**src/rtl/wb_arbiter.sv**
```systemverilog
// wb_arbiter: merges ALU and load-unit result beats onto one register write port (WB_TRACE_EN adds retire_cnt + trace print).
// Latency: 2 cycles from accept to wb_valid when uncontended; each source buffers 2 beats.
// Backpressure: per-source ready is registered (count < 2); the output stage never stalls.

module wb_fifo2 #(
    parameter int WIDTH = 8
) (
    input  logic             clk,
    input  logic             rst_n,
    input  logic             push,
    input  logic [WIDTH-1:0] push_dat,
    output logic             rdy,
    input  logic             pop,
    output logic             vld,
    output logic [WIDTH-1:0] head
);
    logic [WIDTH-1:0] store [2];
    logic             wr_ptr;
    logic             rd_ptr;
    logic [1:0]       count;
    logic [1:0]       count_next;

    always_comb begin
        count_next = count;
        if (push && !pop) begin
            count_next = count + 2'd1;
        end else if (pop && !push) begin
            count_next = count - 2'd1;
        end
    end

    always_ff @(posedge clk or negedge rst_n) begin
        if (!rst_n) begin
            wr_ptr <= 1'b0;
            rd_ptr <= 1'b0;
            count  <= 2'd0;
            rdy    <= 1'b0;
        end else begin
            if (push) wr_ptr <= ~wr_ptr;
            if (pop)  rd_ptr <= ~rd_ptr;
            count <= count_next;
            // ready follows the post-edge occupancy so it never depends on this cycle's valid
            rdy   <= ~count_next[1];
        end
    end

    always_ff @(posedge clk) begin
        if (push) store[wr_ptr] <= push_dat;
    end

    assign vld  = (count != 2'd0);
    assign head = store[rd_ptr];
endmodule

module wb_arbiter (
    input  logic        clk,
    input  logic        rst_n,
    input  logic        alu_valid,
    output logic        alu_ready,
    input  logic [63:0] alu_pc,
    input  logic [4:0]  alu_rd,
    input  logic [63:0] alu_data,
    input  logic        mem_valid,
    output logic        mem_ready,
    input  logic [63:0] mem_pc,
    input  logic [4:0]  mem_rd,
    input  logic [63:0] mem_data,
    output logic        wb_valid,
    output logic [63:0] wb_pc,
    output logic [4:0]  wb_rd,
    output logic [63:0] wb_data,
    output logic [63:0] retire_cnt
);
    typedef struct packed {
        logic [63:0] pc;
        logic [4:0]  rd;
        logic [63:0] data;
    } beat_t;

    localparam int BW = $bits(beat_t);

    beat_t      alu_head;
    beat_t      mem_head;
    beat_t      sel;
    beat_t      stage;
    logic       alu_vld;
    logic       mem_vld;
    logic       grant_alu;
    logic       grant_mem;
    logic       stage_vld;
    logic [1:0] starve;

    wb_fifo2 #(.WIDTH(BW)) u_alu_fifo (
        .clk      (clk),
        .rst_n    (rst_n),
        .push     (alu_valid && alu_ready),
        .push_dat ({alu_pc, alu_rd, alu_data}),
        .rdy      (alu_ready),
        .pop      (grant_alu),
        .vld      (alu_vld),
        .head     (alu_head)
    );

    wb_fifo2 #(.WIDTH(BW)) u_mem_fifo (
        .clk      (clk),
        .rst_n    (rst_n),
        .push     (mem_valid && mem_ready),
        .push_dat ({mem_pc, mem_rd, mem_data}),
        .rdy      (mem_ready),
        .pop      (grant_mem),
        .vld      (mem_vld),
        .head     (mem_head)
    );

    // Loads normally win; an ALU head passed over three times takes the next slot.
    always_comb begin
        grant_alu = alu_vld && (!mem_vld || (starve == 2'd3));
        grant_mem = mem_vld && !grant_alu;
        sel       = grant_alu ? alu_head : mem_head;
    end

    always_ff @(posedge clk or negedge rst_n) begin
        if (!rst_n) begin
            starve <= 2'd0;
        end else if (!alu_vld || grant_alu) begin
            starve <= 2'd0;
        end else if (starve != 2'd3) begin
            starve <= starve + 2'd1;
        end
    end

    // Writes to x0 are consumed here and never reach the write port.
    always_ff @(posedge clk or negedge rst_n) begin
        if (!rst_n) begin
            stage_vld <= 1'b0;
            stage     <= '0;
        end else begin
            stage_vld <= (grant_alu || grant_mem) && (sel.rd != 5'd0);
            if ((grant_alu || grant_mem) && (sel.rd != 5'd0)) begin
                stage <= sel;
            end
        end
    end

    always_ff @(posedge clk or negedge rst_n) begin
        if (!rst_n) begin
            wb_valid <= 1'b0;
            wb_pc    <= 64'd0;
            wb_rd    <= 5'd0;
            wb_data  <= 64'd0;
        end else begin
            wb_valid <= stage_vld;
            if (stage_vld) begin
                wb_pc   <= stage.pc;
                wb_rd   <= stage.rd;
                wb_data <= stage.data;
            end
        end
    end

`ifdef WB_TRACE_EN
    logic [63:0] retire_q;

    always_ff @(posedge clk or negedge rst_n) begin
        if (!rst_n) begin
            retire_q <= 64'd0;
        end else if (wb_valid) begin
            retire_q <= retire_q + 64'd1;
        end
    end

    always_ff @(posedge clk) begin
        if (rst_n && wb_valid) begin
            $display("wb retire t=%0t pc=%h data=%h rd=%0d", $time, wb_pc, wb_data, wb_rd);
        end
    end

    assign retire_cnt = retire_q;
`else
    assign retire_cnt = 64'd0;
`endif
endmodule

```
**config.mk**
```make
export PLATFORM = sky130hd
export DESIGN_NAME = wb_arbiter
export DESIGN_NICKNAME = d
export VERILOG_FILES = /design/src/rtl/wb_arbiter.sv
export SDC_FILE = /design/constraint.sdc
export NUM_CORES = 1
export LEC_CHECK = 0
export CAP_MARGIN = 5
export CORE_ASPECT_RATIO = 0.6
export CORE_MARGIN = 2
export CORE_UTILIZATION = 58
export DETAILED_ROUTE_END_ITERATION = 10
export PLACE_DENSITY = 0.86
export SLEW_MARGIN = 10
export SYNTH_ARGS = -nofsm -noshare
export SYNTH_HDL_FRONTEND = slang
export SYNTH_SLANG_ARGS = --single-unit
```
**constraint.sdc**
```tcl
create_clock -name clk -period 15.33 [get_ports clk]
set_clock_uncertainty 0.1 [all_clocks]
set_input_delay 1.533 -clock clk [delete_from_list [all_inputs] [get_ports clk]]
set_output_delay 1.533 -clock clk [all_outputs]
set_load 0.1 [all_outputs]
```
## Word level (Yosys, flattened, before mapping)

Memory sizes are Yosys's and may differ from the RTL's.
Cells that the tools add are included.

- Bitwise logic cells: 6
- Eq/ne operators: 2
- $add $sub $neg: 5
- Muxes and demuxes: 11
- Reductions and logical operators: 24

Operators by type and width:

| cell | number |
|---|---|
| two-way mux 133 bit | 1 |
| two-way mux 2 bit | 6 |
| nonzero test 2 bit | 5 |
| logical AND 1 bit | 9 |
| adder 2 x 1 -> 2 bit (second input constant) | 3 |
| logical NOT 1 bit | 6 |
| NOT 1 bit | 6 |
| nonzero test 5 bit | 1 |
| two-way mux 1 bit | 4 |
| subtractor 2 x 1 -> 2 bit (second input constant) | 2 |
| logical OR 1 bit | 3 |
| equality test 2 bit (second input constant) | 1 |
| inequality test 2 bit (second input constant) | 1 |

- Bits in registers: 280
- Bits in writable memories: 532
- Memories kept: 2
- Word-level logic and storage cells: 69
- Input port bits: 270

Memories:

| memory | words | width | read ports | clocked after Yosys merged registers in | wr ports | RTL line | text |
|---|---|---|---|---|---|---|---|
| u_alu_fifo.store | 2 | 133 | 1 | 0 | 1 | 17 | `logic [WIDTH-1:0] store [2];` |
| u_mem_fifo.store | 2 | 133 | 1 | 0 | 1 | 17 |  |

## Longest topological paths before layout

- Depth after elaboration: 10
- Depth in mapped cells: 11

## By module

A second synthesis with hierarchy kept.

- Cell total of the unflattened synthesis: 1852
- Area, all modules: 32165.8 µm²

By module, submodules not included:

| module | cells each | seq. area each (µm²) | instances | area each (µm²) |
|---|---|---|---|---|
| wb_fifo2 | 442 | 8112.8 | 2 | 10107.2 |
| wb_arbiter | 968 | 6756.5 | 1 | 11951.5 |

## Least setup slack after synthesis

OpenSTA, ideal clock, no wires.

- Path type: input-to-reg
- Start: in alu_valid
- End: mem u_alu_fifo.store[0][0] in the netlist's numbering (enable)
- Path buffers: 0
- Stages on the path: 2
- Setup time: 0.628 ns
- Data required time: 14.602 ns
- Arrival time: 7.243 ns
- Slack: 7.360 ns
- Cell sequence: nand2_1 > nor2_1

- Word-level cells in the longest chain between the ends: 3

RTL lines:

| item | RTL line | text |
|---|---|---|
| start, declared | 58 | `input logic alu_valid,` |
| logical AND 1 bit | 96 | `.push (alu_valid && alu_ready),` |
| two-way mux 1 bit | 48 | `if (push) store[wr_ptr] <= push_dat;` |
| two-way mux 1 bit (implied by the code) | 48 |  |
| end, declared | 17 |  |

Every way passes these cells.

## Worst setup path after layout

- Start: reg u_mem_fifo.rd_ptr
- End: reg stage[61] in the netlist's numbering

- Word-level cells in the longest chain between the ends: 4

RTL lines:

| item | RTL line | text |
|---|---|---|
| start, declared | 19 | `logic rd_ptr;` |
| start signal, assigned | 40 | `if (pop) rd_ptr <= ~rd_ptr;` |
| memory read (2 x 133 bit) (*) | n/a |  |
| two-way mux 133 bit (*) | 119 | `sel = grant_alu ? alu_head : mem_head;` |
| nonzero test 5 bit | 139 | `if ((grant_alu \|\| grant_mem) && (sel.rd != 5'd0)) begin` |
| logical AND 1 bit | 139 |  |
| end signal, assigned | 140 | `stage <= sel;` |
| end, declared | 85 | `beat_t stage;` |

Mark *: on every way between the ends. The rest lies on a longest branch, timed or not.
A chain may end at the register's enable or synchronous reset.

==> parameters.txt <==
Parameter                              Value

Global route
  Number of antenna violations at the first check in global routing    18
  Via count of the first global-routing pass    17900
  Largest net degree at the start of global routing    176
  Wire length of the first global-routing pass    103000 um
  Global-route usage over all layers    0.241
  Global route overflow    0

Detailed routing
  Antenna-violating nets left    0
  Detail-routed net length per standard cell    22.6 um
  Vias    16900
  Vias per Instance    5.60
  Number of remaining DRC errors    0
  Detailed-router iteration count before antenna repair    5
  DRT Wirelength    68300 um
  Detailed Route Iter0 Violations    1316

Logic synthesis
  Syn avg cell area    17.3 um^2
  Biggest area consumer among synthesized cells    edfxtp_1
  Portion of the post-synthesis area used by sequential elements    0.727
  Mapped Cells    1833
  Fraction of synthesized cell area taken by the top area cell type    0.505
  Netlist cell types    38
  Top cells by area in the synthesized netlist    edfxtp_1 (51%), dfrtp_1 (22%), mux2_4 (5.2%)
  Number of enable flip-flop cells after synthesis    532
  Proportion of register bits with asynchronous set or reset after synthesis    0.345
  Top_reg_cell synth    edfxtp_1
  Total of flip-flops plus latches after synthesis    812
  Ys Warns    0
  Post-synthesis cell area    31600 um^2

Pwr
  Total power after layout    9410 uW
  Reported net switching power    3830 uW
  Reported leakage power    0.0144 uW
  Clk network pwr share    0.194
  Cell area power density    245 nW/um^2
  Sw frac    0.406
  Proportion of power drawn by flip-flops and latches    0.366
  Combinational power share    0.441
  Internal power consumption    5590 uW
  Peak supply drop    0.196 mV

Clocking
  # clock sinks    812
  TritonCTS clock tree    built
  Clock-pin transition on the worst setup and hold timing paths    0.06 ns
  Post-cts hold buffer count    0
  Num CTS Buffers    71
  Cell at the root of the clock tree    clkbuf_16
  Number of cells upsized or downsized after cts    0
  Total number of H-tree levels    3
  Post-CTS Setup Inserts    0
  CTS max path bufs    3
  Worst-skew pair later-pin latency    0.58 ns

Floorplanning
  Cell row count    66
  Width of the die    305 um
  Die Span Y    185 um
  Total I/O pin count    470
  Placeable core region    54000 um^2
  Initial core utilization    0.586
  Total die area    56500 um^2

Critical path
  Crit-path max FO    93
  Arrival time at the worst endpoint    5.08 ns
  Kind of start point of the critical path    flip-flop
  Critical path capture point type    flip-flop
  Required time of the critical path    15.68 ns
  Start point of the critical path    u_mem_fifo.rd_ptr$_DFFE_PN0N_
  Reg-to-reg critical path startpoint    u_mem_fifo.rd_ptr$_DFFE_PN0N_
  Critical path class    reg2reg

Timing
  Number of endpoints with negative hold slack in the final report    0
  Fin crit period    4.73 ns
  Final total negative setup slack    0 ns
  Setup violators final    0
  Actual transition at the worst max-transition pin    1.19 ns
  Number of slew-limit violations in the final report    0
  Max frequency    211 MHz
  Unrepaired setup endpoints after global routing    false
  Max-slew headroom    0.210
  Share of the clock period used by the worst path    0.309

Outcome
  Run status    finished clean

Run
  Max Cap Viol    0

Cells and area
  Fill count    3301
  Share of layout cells above drive strength 1    0.167
  Final instance area    38400 um^2
  Commonest cells after routing, fill and taps aside    edfxtp_1 (532), clkdlybuf4s50_1 (404), dfrtp_1 (277), mux2i_1 (136), a211oi_1 (135)
  Most common library cell in the layout ignoring fill and taps    edfxtp_1
  Layout-stage area growth over the synthesis result    21.5%
  Final layout net count    2504

Place
  Instance area after placement    36000 um^2
  Count of input and output buffers    405
  HPWL reported at the end of detailed placement    42700 um
  Gpl congestion    0.778

Min path
  Worst hold path startpoint    starve[0]$_DFFE_PN0P_
  Hold/Removal Path Class    reg2reg
[logic make-up (layout without fill, tap and decap cells)]
kind of cell    after synthesis  after routing  share of synthesized area
flops                       812            812                      0.727
simple gates                157            157                     0.0303
mux                         397            397                      0.149
other cells                   1             81                   0.000119
buf+inv                     176            565                     0.0339
fa+ha+maj                     7              7                    0.00277
compound gates              279            279                     0.0562
xor+xnor                      4              4                    0.00111
[cell type report]
type | count | area (um^2) | share of cell area
clock inverters | 38 | 385 | 0.0100
inverters | 10 | 52.6 | 0.00137
diodes | 17 | 42.5 | 0.00111
repair buffers | 424 | 4220 | 0.110
flip-flops and latches | 812 | 23000 | 0.598
well taps | 714 | 893 | 0.0232
multi-input cells | 908 | 7830 | 0.204
clock buffers | 93 | 2010 | 0.0524
[path summary, 6_finish.rpt]
| kind | endpoint | slack [ns] | depth (start not counted) |
|---|---|---|---|
| max | stage[61]$_DFFE_PN0P_ | 10.60 | 8 |
| min | starve[0]$_DFFE_PN0P_ | 0.36 | 1 |
| max reg2reg | stage[61]$_DFFE_PN0P_ | 10.60 | 8 |
| min reg2reg | starve[0]$_DFFE_PN0P_ | 0.36 | 1 |
| max in group asynchronous | u_alu_fifo.rd_ptr$_DFFE_PN0N_ | 11.98 | 3 |
| min in group asynchronous | stage[97]$_DFFE_PN0P_ | 0.88 | 1 |
[per-stage QoR]
step	util	hold WS [ns]	setup WS, ns	instances
finish	0.712	0.364	10.60	3016
global route	0.711	0.385	10.37	3013
CTS	0.711	0.363	10.56	2999
detailed placement	0.666	0.354	10.61	2868
global placement	0.666	0.328	10.70	2868
floorplan	-	0.252	7.36	1896
[metal layers]
metal  part of all wire  vias to the layer above  global-route usage
met4              0.036                        8               0.107
met5            0.00089                        -                   0
met3              0.046                      145              0.0419
li1                   -                     7594                   -
met2               0.51                      507               0.408
met1               0.41                     8622               0.309
[critical path: stages, from the launching register on]
cell,delay [ns]
dfrtp_4,0.80
buf_4,0.94
mux2i_1,0.21
mux2i_1,0.25
a21oi_1,0.07
or2_4,0.28
inv_8,0.69
buf_4,0.72
mux2_1,0.41
[synth_stat cells, types with 2 or more instances]
cell	n
o21ai_0	3
buf_6	3
inv_1	8
a211oi_1	135
xnor2_1	4
edfxtp_1	532
clkbuf_1	72
ha_1	7
dfrtp_1	280
mux2_2	130
buf_1	3
nor4b_1	3
mux2i_1	136
a21o_1	4
and3_1	2
mux2_1	22
buf_8	11
nor4_1	3
a21oi_1	131
a22o_1	2
nand2_1	8
nor2_1	5
buf_4	66
buf_2	11
mux2_4	109
nor2b_1	131
[flip-flops by register name, indices dropped and copies added, names as in the netlist, 2 cells and up, named ones only]
signal,flops
stage,133
starve,2
u_alu_fifo.count,2
u_alu_fifo.store,266
u_mem_fifo.store,266
wb_data,64
wb_pc,64
wb_rd,5
[power by group through the flow]
stage | Clock [uW] | Combinational, uW | Sequential (uW)
finish | 1830 | 4150 | 3440
global route | 1940 | 4360 | 3510
CTS | 1860 | 4170 | 3440
detailed placement | 0 | 4150 | 3470
global placement | 0 | 4030 | 3440
floorplan | 0 | 1990 | 4700
No activity file was read; power rests on OpenSTA's default activity.
